--- src/rtl/dmem_arbiter.sv ---
// Two-port arbiter sharing one data memory, with WAIT_CYCLES extra access cycles per transfer.
// Optional build macro DMEM_ARB_FIXED_PRIO_EN: port 0 always wins instead of round-robin.
module dmem_arbiter #(
  parameter int ADDR_W      = 32,
  parameter int DATA_W      = 32,
  parameter int WAIT_CYCLES = 1
) (
  input  logic              clk,
  input  logic              rst,
  input  logic              req0,
  input  logic              we0,
  input  logic [ADDR_W-1:0] adr0,
  input  logic [DATA_W-1:0] wdata0,
  output logic              ack0,
  output logic [DATA_W-1:0] rdata0,
  input  logic              req1,
  input  logic              we1,
  input  logic [ADDR_W-1:0] adr1,
  input  logic [DATA_W-1:0] wdata1,
  output logic              ack1,
  output logic [DATA_W-1:0] rdata1,
  output logic [ADDR_W-1:0] mem_adr,
  output logic [DATA_W-1:0] mem_wdata,
  output logic              mem_read,
  output logic              mem_write,
  input  logic [DATA_W-1:0] mem_rdata,
  output logic              busy,
  output logic              owner
);

  typedef enum logic [1:0] {IDLE = 2'd0, ACCESS = 2'd1, RESP = 2'd2} state_t;

  localparam logic [3:0] WAIT_INIT = 4'(WAIT_CYCLES);

  state_t            state, state_nxt;
  logic [3:0]        wait_cnt;
  logic [DATA_W-1:0] rdata_q;
  logic              any_req;
  logic              winner;
  logic              we_own;
  logic [ADDR_W-1:0] adr_own;
  logic [DATA_W-1:0] wdata_own;
  logic              last_access;

  assign any_req = req0 | req1;

`ifdef DMEM_ARB_FIXED_PRIO_EN
  assign winner = ~req0;
`else
  logic rr_ptr;

  // rr_ptr names the port that wins the next tie.
  assign winner = (req0 & req1) ? rr_ptr : req1;

  always_ff @(posedge clk) begin
    if (rst)
      rr_ptr <= 1'b0;
    else if (state == IDLE && any_req)
      rr_ptr <= ~winner;
  end
`endif

  assign we_own      = owner ? we1    : we0;
  assign adr_own     = owner ? adr1   : adr0;
  assign wdata_own   = owner ? wdata1 : wdata0;
  assign last_access = (state == ACCESS) && (wait_cnt == 4'd0);

  always_ff @(posedge clk) begin
    // NOTE: sequential state always uses non-blocking assignments so every register samples pre-edge values.
    if (rst)
      state <= IDLE;
    else
      state <= state_nxt;
  end

  always_comb begin
    // NOTE: assigning a default before the case keeps every path covered, so no latch is inferred.
    state_nxt = state;
    case (state)
      IDLE:    if (any_req) state_nxt = ACCESS;
      ACCESS:  if (wait_cnt == 4'd0) state_nxt = RESP;
      RESP:    state_nxt = IDLE;
      default: state_nxt = IDLE;
    endcase
  end

  always_ff @(posedge clk) begin
    if (rst) begin
      owner    <= 1'b0;
      wait_cnt <= 4'd0;
      rdata_q  <= '0;
    end else begin
      case (state)
        IDLE: begin
          if (any_req) begin
            owner    <= winner;
            wait_cnt <= WAIT_INIT;
          end
        end
        ACCESS: begin
          if (wait_cnt != 4'd0)
            wait_cnt <= wait_cnt - 4'd1;
          else if (!we_own)
            rdata_q <= mem_rdata;
        end
        default: ;
      endcase
    end
  end

  // The memory side is only driven during ACCESS; the write strobe fires once, in the final cycle.
  always_comb begin
    mem_adr   = '0;
    mem_wdata = '0;
    mem_read  = 1'b0;
    mem_write = 1'b0;
    ack0      = 1'b0;
    ack1      = 1'b0;
    rdata0    = '0;
    rdata1    = '0;
    busy      = (state != IDLE);
    if (state == ACCESS) begin
      mem_adr   = adr_own;
      mem_wdata = wdata_own;
      mem_read  = ~we_own;
      mem_write = last_access & we_own & ~rst;
    end
    if (state == RESP && !rst) begin
      if (owner) begin
        ack1   = 1'b1;
        rdata1 = rdata_q;
      end else begin
        ack0   = 1'b1;
        rdata0 = rdata_q;
      end
    end
  end

endmodule

--- config.mk ---
export PLATFORM = sky130hd
export DESIGN_NAME = dmem_arbiter
export DESIGN_NICKNAME = d
export VERILOG_FILES = /design/src/rtl/dmem_arbiter.sv
export SDC_FILE = /design/constraint.sdc
export NUM_CORES = 1
export LEC_CHECK = 0
export CAP_MARGIN = 25
export CORE_ASPECT_RATIO = 0.6
export CORE_MARGIN = 3
export CORE_UTILIZATION = 29
export CTS_BUF_LIST = sky130_fd_sc_hd__clkbuf_4 sky130_fd_sc_hd__clkbuf_8
export DETAILED_ROUTE_END_ITERATION = 6
export GPL_TIMING_DRIVEN = 0
export PLACE_DENSITY = 0.77
export SYNTH_ARGS = -nofsm -noshare
export SYNTH_HDL_FRONTEND = slang
export SYNTH_SLANG_ARGS = --single-unit
--- constraint.sdc ---
create_clock -name clk -period 3.35 [get_ports clk]
set_input_delay 0.335 -clock clk [delete_from_list [all_inputs] [get_ports clk]]
set_output_delay 0.335 -clock clk [all_outputs]
set_load 0.005 [all_outputs]
==> impl_metrics.toml <==
[detailed_routing]
drt-pass1-iter-count = 4
vias = 3865
met2WireLength_mm = 6.70
wl_per_cell_um = 16.4
avgViaCountPerCell = 4.54
highest_layer = "met4"
routed_wl_mm = 14.0
m1WireLength_mm = 5.96
ant_nets = 0
drt-initial-drc-count = 86
wl_met3_mm = 1.20
remaining_drc_errors = 0

[sta]
grt_setup_unrepaired = "false"
setup_viol = 0
setup-tns-final_ps = 0
worst_pin_slew_ps = 638
finalCritPeriodShare = 0.901
slew-limit-headroom = 0.573
finClkSkew_ps = 4.24
hold_violations = 0
finalMaxSlewViolations = 0
fin_crit_ps = 3020
max_clock_freq_mhz = 331

[floorplan]
core_area_um2 = 10800
io_pins = 300
initial_core_util = 0.304
dieArea_um2 = 12600
die_w_um = 143
die_height_um = 88.3
rows = 29

[grt]
grt_pass1_vias = 4002
grt_pass1_wl_mm = 20.6
antenna_found_initial = 0
grt_usage = 0.204
overflow = 0
grt_max_degree = 13

[setup_path]
critPathKind = "input port to primary output"
crit_start = "rst"
startpoint_type = "input port"
reg2reg_slack_ps = 1410
cp-end-kind = "primary output"
reg2reg_to = "rdata_q[6]"
cp_max_fo = 10
r2r_cells = 6
r2r_start = "wait_cnt[0]"
critical_path_required_ps = 3010
critPathArrivalTime_ps = 2680

[logic_synthesis]
netlist_area_um2 = 3270
async_flop_share = 0
ys_seq_area_frac = 0.245
synth_top_area_cell = "mux2i_1"
post_synth_num_cell_types = 33
ys.flop_type = "dfxtp_1"
synth_top_area_frac = 0.293
ys_ff_latch = 40
synth_edf_count = 0
synth_area_leaders = "mux2i_1 29%, dfxtp_1 24%, nand2b_1 12%, and2_1 12%, nor2_1 7.9%"
netlist_instances = 405
synth_warnings = 0
syn_nets = 573
postSynthAreaPerCell_um2 = 8.08

[clock_tree]
cts_buffers = 5
tritoncts = "done"
cts_resized = 0
cts_root_buf = "clkbuf_8"
cts_num_sinks = 40
cts_hold_buf = 0
cts_max_level = 2
clk_path_buf_depth = 2
clk_pin_slew_ps = 70
post_cts.repair.setup_buffers = 0
worstSkewPairLatency_ps = 300

[pwr]
p_int_mw = 1.13
p_leak_nw = 2.36
netSwitchingFraction = 0.296
p_comb_frac = 0.455
max-vdd-ir-drop_v = 0.000155
power_density_nw_per_um2 = 246
p_switching_uw = 477
clkPwrFrac = 0.214
totalPowerFinal_mw = 1.61
pwr-share-seq = 0.330

[place]
place_area_um2 = 6440
portBuffers = 299
gp_congestion = 0.756
dp_hpwl_mm = 11.7

[final_layout]
diodes = 0
fin_area_um2 = 6540
syn_to_final_growth_pct = 99.7
final_layout_size_suffix_gt1_frac = 0.0365
nFillCells = 947
fin_util = 0.607
final_nets = 879

[hold_path]
holdPathStages = 2
worstHoldEndpoint = "rdata_q[22]"
min_path_type = "flop to flop"
min_from = "rdata_q[22]"

[job]
max-cap-violations = 0

[status]
run_status = "complete, no violations"
==> cells in the final DEF (no fill, tap or decap), drive strengths merged, types with 2 or more instances in the layout <==
| cell | Yosys | routed |
|---|---|---|
| a21oi | 5 | 5 |
| and2 | 64 | 64 |
| buf | 16 | 16 |
| clkbuf | 17 | 24 |
| clkdlybuf4s50 | 0 | 299 |
| dfxtp | 40 | 40 |
| ha | 2 | 2 |
| inv | 6 | 6 |
| mux2i | 96 | 96 |
| nand2b | 65 | 65 |
| nor2 | 69 | 69 |
| nor2b | 2 | 2 |
| nor3 | 2 | 2 |
| nor3b | 2 | 2 |
| o21ai | 3 | 3 |
| or3 | 2 | 2 |
==> worst max-delay path by stage <==
stage,endpoint,slack (ps)
2_1_floorplan,rdata_q[0],1670
3_3_place_gp,rdata0[4],380
6_report,rdata0[4],330
5_1_grt,rdata0[4],120
3_5_place_dp,rdata0[4],300
4_1_cts,rdata0[4],290
==> registers in the layout, indices dropped and copies added (netlist names) <==
signal / count
rr_ptr: 1
wait_cnt: 4
rdata_q: 32
owner: 1
state: 2
==> per-layer routing <==
layer,vias up,global-route usage
li1,1934,-
met1,1777,0.260
met2,144,0.347
met3,10,0.0648
met4,0,0.0319
met5,-,0
==> cell usage after synthesis, types with 2 or more instances <==
| cell type | number |
|---|---|
| clkbuf_1 | 17 |
| ha_1 | 2 |
| dfxtp_1 | 40 |
| buf_1 | 2 |
| nor3b_1 | 2 |
| nor2_1 | 69 |
| and2_1 | 64 |
| or3_1 | 2 |
| o21ai_0 | 3 |
| inv_1 | 6 |
| buf_8 | 3 |
| nand2b_1 | 65 |
| a21oi_1 | 5 |
| nor2b_1 | 2 |
| mux2i_1 | 96 |
| buf_2 | 10 |
==> power groups by stage <==
stage	Clock (mW)	Combinational (mW)	Sequential, mW
final	0.345	0.733	0.532
after global routing	0.382	0.794	0.536
after CTS	0.357	0.740	0.531
after detailed placement	0	0.736	0.542
after global placement	0	0.719	0.540
after floorplan	0	0.310	0.532
==> kinds of logic (layout without fill, tap and decap cells) <==
group / count (synthesis) / after routing / share of synthesized area
simple gates: 212 / 212 / 0.360
compound gates: 15 / 15 / 0.0283
mux: 97 / 97 / 0.298
flops: 40 / 40 / 0.245
fa+ha+maj: 2 / 2 / 0.00764
buf+inv: 39 / 346 / 0.0611
==> layout make-up <==
class | count | area [um2] | share of cell area
buffer | 33 | 178 | 0.0272
clock buffer | 7 | 90.1 | 0.0138
clock inverter | 1 | 7.51 | 0.00115
inverter | 6 | 22.5 | 0.00344
multi-input combinational | 326 | 2270 | 0.348
sequential | 40 | 801 | 0.122
tap | 139 | 174 | 0.0266
timing repair buffer | 299 | 2990 | 0.458
==> per-stage QoR <==
step | setup slack [ps] | cells | hold WS (ps)
CTS | 290 | 851 | 493
floorplan | 1670 | 405 | 452
detailed placement | 302 | 843 | 480
global placement | 382 | 843 | 466
global route | 123 | 851 | 519
finish | 333 | 851 | 487
==> critical path, stage by stage <==
cell,delay [ps]
clkdlybuf4s50_1,410
clkbuf_1,240
nor4b_2,610
clkbuf_1,370
and2_1,180
clkdlybuf4s50_1,530
Power figures use the tool's default switching activity.
